## config.mk

```make
export PLATFORM = sky130hd
export DESIGN_NAME = breakpoint_unit
export DESIGN_NICKNAME = d
export VERILOG_FILES = /design/src/rtl/bp_pkg.sv /design/src/rtl/bp_channel.sv /design/src/rtl/breakpoint_unit.sv
export SDC_FILE = /design/constraint.sdc
export NUM_CORES = 2
export LEC_CHECK = 0
export ABC_AREA = 1
export CAP_MARGIN = 25
export CELL_PAD_IN_SITES_DETAIL_PLACEMENT = 1
export CELL_PAD_IN_SITES_GLOBAL_PLACEMENT = 1
export CORE_ASPECT_RATIO = 1.1
export CORE_MARGIN = 1.5
export CORE_UTILIZATION = 30
export CTS_CLUSTER_SIZE = 8
export DETAILED_ROUTE_END_ITERATION = 16
export DONT_BUFFER_PORTS = 1
export GPL_ROUTABILITY_DRIVEN = 0
export PLACE_DENSITY = 0.68
export SYNTH_ARGS = -nofsm -noshare
export SYNTH_HDL_FRONTEND = slang
export SYNTH_SLANG_ARGS = --single-unit
```

## constraint.sdc

```tcl
create_clock -name iCLK -period 3.5 [get_ports iCLK]
set_input_delay 1.05 -clock iCLK [delete_from_list [all_inputs] [get_ports iCLK]]
set_output_delay 1.05 -clock iCLK [all_outputs]
set_load 0.02 [all_outputs]
```

## src/rtl/bp_pkg.sv

```systemverilog
// Shared types for the breakpoint unit: channel compare modes, FSM encoding
// and the lowest-set-bit helper used to report the winning channel.
package bp_pkg;

    typedef enum logic [1:0] {
        BP_OFF = 2'b00,
        BP_PC  = 2'b01,
        BP_DRD = 2'b10,
        BP_DWR = 2'b11
    } bp_mode_e;

    typedef enum logic [1:0] {
        ST_RUN  = 2'd0,
        ST_HALT = 2'd1,
        ST_STEP = 2'd2
    } bp_state_e;

    // Callers zero-extend their hit vector to 16 bits; an empty vector reports 0.
    function automatic logic [3:0] lowest_index(input logic [15:0] vec);
        logic [3:0] idx;
        idx = 4'd0;
        for (int i = 15; i >= 0; i--) begin
            if (vec[i]) begin
                idx = 4'(i);
            end
        end
        return idx;
    endfunction

endpackage

```

## src/rtl/bp_channel.sv

```systemverilog
// One breakpoint/watchpoint channel: holds its configuration, performs the
// masked address compare and runs the skip counter that gates firing.
module bp_channel
    import bp_pkg::*;
#(
    parameter int ADDR_W = 64,
    parameter int CNT_W  = 8
) (
    input  logic              clk,
    input  logic              rst,
    input  logic              ev_valid,
    input  logic [ADDR_W-1:0] pc,
    input  logic [ADDR_W-1:0] daddr,
    input  logic              rd_en,
    input  logic              wr_en,
    input  logic              cfg_we,
    input  logic [1:0]        cfg_mode,
    input  logic [ADDR_W-1:0] cfg_addr,
    input  logic [ADDR_W-1:0] cfg_mask,
    input  logic [CNT_W-1:0]  cfg_count,
    output logic              fire
);

    bp_mode_e          mode_q, mode_d;
    logic [ADDR_W-1:0] addr_q, addr_d;
    logic [ADDR_W-1:0] mask_q, mask_d;
    logic [CNT_W-1:0]  count_q, count_d;
    logic [CNT_W-1:0]  cnt_q, cnt_d;
    logic [ADDR_W-1:0] sel;
    logic              qual;
    logic              match;

    always_comb begin
        sel   = (mode_q == BP_PC) ? pc : daddr;
        case (mode_q)
            BP_PC:   qual = 1'b1;
            BP_DRD:  qual = rd_en;
            BP_DWR:  qual = wr_en;
            default: qual = 1'b0;
        endcase
        match = ev_valid && qual && (((sel ^ addr_q) & mask_q) == '0);
        fire  = match && (cnt_q == '0);

        mode_d  = mode_q;
        addr_d  = addr_q;
        mask_d  = mask_q;
        count_d = count_q;
        cnt_d   = cnt_q;
        // The compare above always sees the old config; a write only lands at the edge.
        if (cfg_we) begin
            mode_d  = bp_mode_e'(cfg_mode);
            addr_d  = cfg_addr;
            mask_d  = cfg_mask;
            count_d = cfg_count;
            cnt_d   = cfg_count;
        end else if (match) begin
            cnt_d = fire ? count_q : cnt_q - CNT_W'(1);
        end
    end

    always_ff @(posedge clk) begin
        if (rst) begin
            mode_q  <= BP_OFF;
            addr_q  <= '0;
            mask_q  <= '0;
            count_q <= '0;
            cnt_q   <= '0;
        end else begin
            mode_q  <= mode_d;
            addr_q  <= addr_d;
            mask_q  <= mask_d;
            count_q <= count_d;
            cnt_q   <= cnt_d;
        end
    end

endmodule

```

## src/rtl/breakpoint_unit.sv

```systemverilog
// Multi-channel breakpoint unit: N_BP comparator channels, halt/step FSM and
// registered halt reporting. Define BP_TRACE_EN to add an 8-entry PC trace buffer.
module breakpoint_unit
    import bp_pkg::*;
#(
    parameter int N_BP   = 4,
    parameter int ADDR_W = 64,
    parameter int CNT_W  = 8
) (
    input  logic              iCLK,
    input  logic              iRST,
    input  logic              iEvValid,
    input  logic [ADDR_W-1:0] iPC,
    input  logic [ADDR_W-1:0] iDAddress,
    input  logic              iDReadEn,
    input  logic              iDWriteEn,
    input  logic              iCfgWe,
    input  logic [3:0]        iCfgIdx,
    input  logic [1:0]        iCfgMode,
    input  logic [ADDR_W-1:0] iCfgAddr,
    input  logic [ADDR_W-1:0] iCfgMask,
    input  logic [CNT_W-1:0]  iCfgCount,
    input  logic              iResume,
    input  logic              iStep,
    output logic              oBreak,
    output logic [N_BP-1:0]   oHitVec,
    output logic [3:0]        oHitIdx,
    output logic              oStepHalt,
    output logic [ADDR_W-1:0] oHaltPC,
    output logic [1:0]        oState
`ifdef BP_TRACE_EN
    ,
    input  logic [2:0]        iTraceIdx,
    output logic [ADDR_W-1:0] oTracePC
`endif
);

    bp_state_e         state_q, state_d;
    logic              break_q, break_d;
    logic [N_BP-1:0]   hit_vec_q, hit_vec_d;
    logic [3:0]        hit_idx_q, hit_idx_d;
    logic              step_halt_q, step_halt_d;
    logic [ADDR_W-1:0] halt_pc_q, halt_pc_d;
    logic [N_BP-1:0]   fire_vec;
    logic              ev_live;

    // Events arriving while halted must not advance skip counters or the trace.
    assign ev_live = iEvValid && (state_q != ST_HALT);

    for (genvar g = 0; g < N_BP; g++) begin : g_ch
        bp_channel #(
            .ADDR_W (ADDR_W),
            .CNT_W  (CNT_W)
        ) u_ch (
            .clk       (iCLK),
            .rst       (iRST),
            .ev_valid  (ev_live),
            .pc        (iPC),
            .daddr     (iDAddress),
            .rd_en     (iDReadEn),
            .wr_en     (iDWriteEn),
            .cfg_we    (iCfgWe && (iCfgIdx == 4'(g))),
            .cfg_mode  (iCfgMode),
            .cfg_addr  (iCfgAddr),
            .cfg_mask  (iCfgMask),
            .cfg_count (iCfgCount),
            .fire      (fire_vec[g])
        );
    end

    always_comb begin
        state_d     = state_q;
        break_d     = break_q;
        hit_vec_d   = hit_vec_q;
        hit_idx_d   = hit_idx_q;
        step_halt_d = step_halt_q;
        halt_pc_d   = halt_pc_q;
        case (state_q)
            ST_RUN: begin
                if (ev_live && (|fire_vec)) begin
                    state_d     = ST_HALT;
                    break_d     = 1'b1;
                    hit_vec_d   = fire_vec;
                    hit_idx_d   = lowest_index(16'(fire_vec));
                    step_halt_d = 1'b0;
                    halt_pc_d   = iPC;
                end
            end
            ST_STEP: begin
                if (ev_live) begin
                    state_d     = ST_HALT;
                    break_d     = 1'b1;
                    hit_vec_d   = fire_vec;
                    hit_idx_d   = lowest_index(16'(fire_vec));
                    step_halt_d = 1'b1;
                    halt_pc_d   = iPC;
                end
            end
            ST_HALT: begin
                // Step takes priority when both release requests arrive together.
                if (iStep || iResume) begin
                    state_d     = iStep ? ST_STEP : ST_RUN;
                    break_d     = 1'b0;
                    hit_vec_d   = '0;
                    hit_idx_d   = 4'd0;
                    step_halt_d = 1'b0;
                end
            end
            default: begin
                state_d = ST_RUN;
                break_d = 1'b0;
            end
        endcase
    end

    always_ff @(posedge iCLK) begin
        if (iRST) begin
            state_q     <= ST_RUN;
            break_q     <= 1'b0;
            hit_vec_q   <= '0;
            hit_idx_q   <= 4'd0;
            step_halt_q <= 1'b0;
            halt_pc_q   <= '0;
        end else begin
            state_q     <= state_d;
            break_q     <= break_d;
            hit_vec_q   <= hit_vec_d;
            hit_idx_q   <= hit_idx_d;
            step_halt_q <= step_halt_d;
            halt_pc_q   <= halt_pc_d;
        end
    end

    assign oBreak    = break_q;
    assign oHitVec   = hit_vec_q;
    assign oHitIdx   = hit_idx_q;
    assign oStepHalt = step_halt_q;
    assign oHaltPC   = halt_pc_q;
    assign oState    = state_q;

`ifdef BP_TRACE_EN
    logic [ADDR_W-1:0] trace_q [8];
    logic [ADDR_W-1:0] trace_d [8];
    logic [2:0]        wptr_q, wptr_d;

    always_comb begin
        trace_d = trace_q;
        wptr_d  = wptr_q;
        if (ev_live) begin
            trace_d[wptr_q] = iPC;
            wptr_d          = wptr_q + 3'd1;
        end
    end

    always_ff @(posedge iCLK) begin
        if (iRST) begin
            for (int i = 0; i < 8; i++) begin
                trace_q[i] <= '0;
            end
            wptr_q <= 3'd0;
        end else begin
            trace_q <= trace_d;
            wptr_q  <= wptr_d;
        end
    end

    // wptr_q points at the next free slot, so index 0 is the slot just behind it.
    assign oTracePC = trace_q[wptr_q - 3'd1 - iTraceIdx];
`endif

endmodule

```

==> impl_metrics.tcl <==
set metrics [dict create \
    whs_ns 0.445 \
    cts_max_level 3 \
    post-route-util_pct 34.7 \
    area_growth_pct 14.8 \
    grt_usage_pct 25.4 \
    path_max_fanout 16 \
    synth_top_family_by_area "simple AND/OR/NAND/NOR gates" \
    core-area_mm2 0.107 \
    synthXorXnorAreaFrac_pct 0.596 \
    final_cell_area_mm2 0.0371 \
    ant_nets 0 \
    ys_warn_count 0 \
    yosysUniqueCellTypes 39 \
    skew_ns 0.0320 \
    worstPathRequired_ns 4.08 \
    grt_pass1_wl_um 212000 \
    numCtsBuffers 93 \
    drv_slew 0 \
    antenna_found_initial 3 \
    die_h_um 347 \
    grt_max_degree 119 \
    hp-class "input port to flip-flop" \
    synth_mux_area_share_pct 0 \
    grt_overflow_total 0 \
    hpwl_um 98600 \
    async_reset_ff_share_pct 0 \
    cts_hold_buffers 0 \
    period_minus_slack_ns 3.27 \
    r2r-start "g_ch[1].u_ch.mode_q[0]" \
    wirelength_um 142000 \
    drc 18 \
    ys_seq_area_share_pct 40.7 \
    p_leak_uw 0.0160 \
    wl_per_cell_um 22.5 \
    synth_area_mm2 0.0323 \
    grt_pass1_vias 34087 \
    synth-compound-area-share_pct 17.3 \
    clockBufferDepth 3 \
    postSynthCellCount 4955 \
    drtIter0Drc 1997 \
    io_pins 354 \
    status "complete, but fails checks" \
    yosys.area_share.simple_pct 32.9 \
    viasPerCell 5.32 \
    hold_viol 0 \
    timing.rr.end "oHaltPC[20]" \
    crit_arrival_ns 3.85 \
    rows 126 \
    clock_latency_ns 0.68 \
    maxSlewHeadroom_pct 46.8 \
    tightest_slew_ns 0.798 \
    fp.dieW_um 316 \
    cts_tree "done" \
    fin_crit_sh_pct 93.4 \
    clk_pin_slew_worst_paths_ns 0.05 \
    crit_end "oHaltPC[20]" \
    drt_first_pass_iters 11 \
    violations "design-rule violations" \
    start_kind "flip-flop" \
    rrSetupSlack_ns 0.23 \
    synth_edf_count 0 \
    fin_nets 5186 \
    cp-startpoint "g_ch[1].u_ch.mode_q[0]" \
    dpl_cell_area_mm2 0.0343 \
    synth_seq_cells 658 \
    start_util_pct 30.2 \
    avgSynthCellArea_um2 6.52 \
    synth_flop_cell "dfxtp_1" \
    synthAdderAreaFrac_pct 0.155 \
    drv_cap 0 \
    endpoint_kind "flip-flop" \
    io_buffer_count 0 \
    nFillCells 13540 \
    irDropWorstVdd_mv 0.303 \
    clock_sinks 658 \
    setup_violations 0 \
    max_clock_freq_mhz 306 \
    final_layout_size_suffix_gt1_share_pct 6.31 \
    dieArea_mm2 0.110 \
    clock-root-buffer "clkbuf_16" \
    path_class "flip-flop to flip-flop" \
    num_vias 33641 \
    power_density_mw_per_mm2 473 \
    rr_worst_depth 22 \
]
metal layers:
metal,vias up,wire length (um),track usage [%]
met4,0,4450,8.69
met5,-,0,0
met1,16572,61500,31.9
met2,780,67900,43.0
met3,217,8600,4.86
li1,16072,-,-
critical path: stages, from the launching register on:
cell	delay (ns)
dfxtp_4	0.41
buf_12	0.20
inv_1	0.12
nor2_4	0.14
buf_6	0.16
nand2_1	0.08
nand2_1	0.07
nand2_1	0.05
nand3_1	0.06
nand2_1	0.09
nor2_4	0.16
nand2_1	0.16
nor2_4	0.18
nand2_1	0.10
nor2_2	0.14
nand3_1	0.13
nand2_1	0.11
nor2_2	0.07
nand2_4	0.14
buf_12	0.19
buf_4	0.16
nand3_1	0.07
a21oi_1	0.17
how the worst min path moves through the flow:
| stage | from | end | slack [ns] | cells after the start |
|---|---|---|---|---|
| after detailed placement | g_ch[1].u_ch.addr_q[11] | g_ch[1].u_ch.addr_q[11] | 0.45 | 2 |
| after global routing | iRST | oHaltPC[12] | 0.42 | 1 |
| after floorplan | g_ch[0].u_ch.mask_q[20] | g_ch[0].u_ch.mask_q[20] | 0.43 | 2 |
| after global placement | g_ch[1].u_ch.addr_q[33] | g_ch[1].u_ch.addr_q[33] | 0.44 | 2 |
| after CTS | iRST | oHaltPC[6] | 0.40 | 1 |
| final | iRST | oHaltPC[6] | 0.44 | 1 |
kinds of logic (layout without fill, tap and decap cells):
family                   count (synthesis)  count (layout)
buffers and inverters                  653             612
flip-flops                             658             658
adder cells (fa/ha/maj)                  4               4
AO/OA/AOI/OAI                         1063            1063
AND/OR/NAND/NOR                       2554            2555
XOR/XNOR                                22              22
other                                    1               3
placed cells by master, fill, tap and decap left out, types with 3 or more instances in the layout:
cell type  synthesis  layout
dfxtp_1          658     652
nor3_1             9       7
nand3_1          561     559
xor2_1            20      20
inv_6              0       6
clkbuf_1         209       5
o2111ai_1          7       7
nand4_1           26      26
buf_12             0      31
nand2_4            1       4
nand2_1         1129    1128
buf_8              0       4
o21ai_1            6       6
a21boi_0          12      12
buf_4             24      96
o21ai_0          624     624
nand2_8            0       3
inv_1            354     352
dfxtp_2            0       4
buf_6             12       6
nor2_1           748     735
o211ai_1          72      72
or2_2             17      17
nand3_2            2       3
nand3b_1          43      43
inv_2              7       5
a21oi_1          324     324
clkbuf_16          0      97
nor2_2             4       6
ha_1               4       4
a31oi_1           14      14
nor2_4             1      12
final cells by class:
| type | instances | area, um2 | share of cell area (%) |
|---|---|---|---|
| Clock inverter | 6 | 85.1 | 0.229 |
| Multi-Input combinational cell | 3646 | 16700 | 44.9 |
| Tap cell | 1408 | 1760 | 4.75 |
| Timing Repair Buffer | 142 | 1610 | 4.33 |
| Inverter | 363 | 1390 | 3.75 |
| Sequential cell | 658 | 13200 | 35.5 |
| Clock buffer | 101 | 2410 | 6.50 |
| Antenna cell | 1 | 2.50 | 0.00675 |
flip-flops by register name, summed over array words and instances (netlist names):
name               flops
g_ch.u_ch.mask_q     256
oBreak                 1
g_ch.u_ch.cnt_q       32
oHaltPC               64
oHitVec                4
g_ch.u_ch.mode_q       8
oStepHalt              1
oState                 2
g_ch.u_ch.addr_q     256
g_ch.u_ch.count_q     32
oHitIdx                2
synth_stat cells, types with 9 or more instances:
library cell | instances | area [um2]
inv_1 | 354 | 1330
or2_2 | 17 | 106
buf_4 | 24 | 180
nand3b_1 | 43 | 323
a21boi_0 | 12 | 90.1
xor2_1 | 20 | 175
buf_6 | 12 | 135
o21ai_0 | 624 | 3120
nand2_1 | 1129 | 4240
a31oi_1 | 14 | 87.6
nand3_1 | 561 | 2810
nor2_1 | 748 | 2810
dfxtp_1 | 658 | 13200
a21oi_1 | 324 | 1620
nor3_1 | 9 | 45.0
clkbuf_1 | 209 | 785
nand4_1 | 26 | 163
buf_2 | 41 | 205
o211ai_1 | 72 | 541
per-stage QoR:
step                      setup slack, ns  instances  setup TNS [ns]  power [uW]
after floorplan                     0.679       4956               0        8890
after global placement             -0.385       6211          -26.84        9310
after detailed placement           -0.447       6211          -28.78        9360
after CTS                          0.0187       6319               0       17700
after global routing              -0.0108       6325         -0.0108       18200
final                               0.229       6325               0       17600
power by group:
group | switching, uW | internal [uW]
combinational | 952 | 494
sequential | 123 | 7670
clock | 3460 | 4860
what timing repair did:
item                                    CTS  global route
gates resized for setup                   9            42
gates cloned                              1             3
setup buffers                             0             2
endpoints found under the setup margin   81            76
pin swaps                                 0             1
Note: power is estimated with default switching activity, not from simulation.
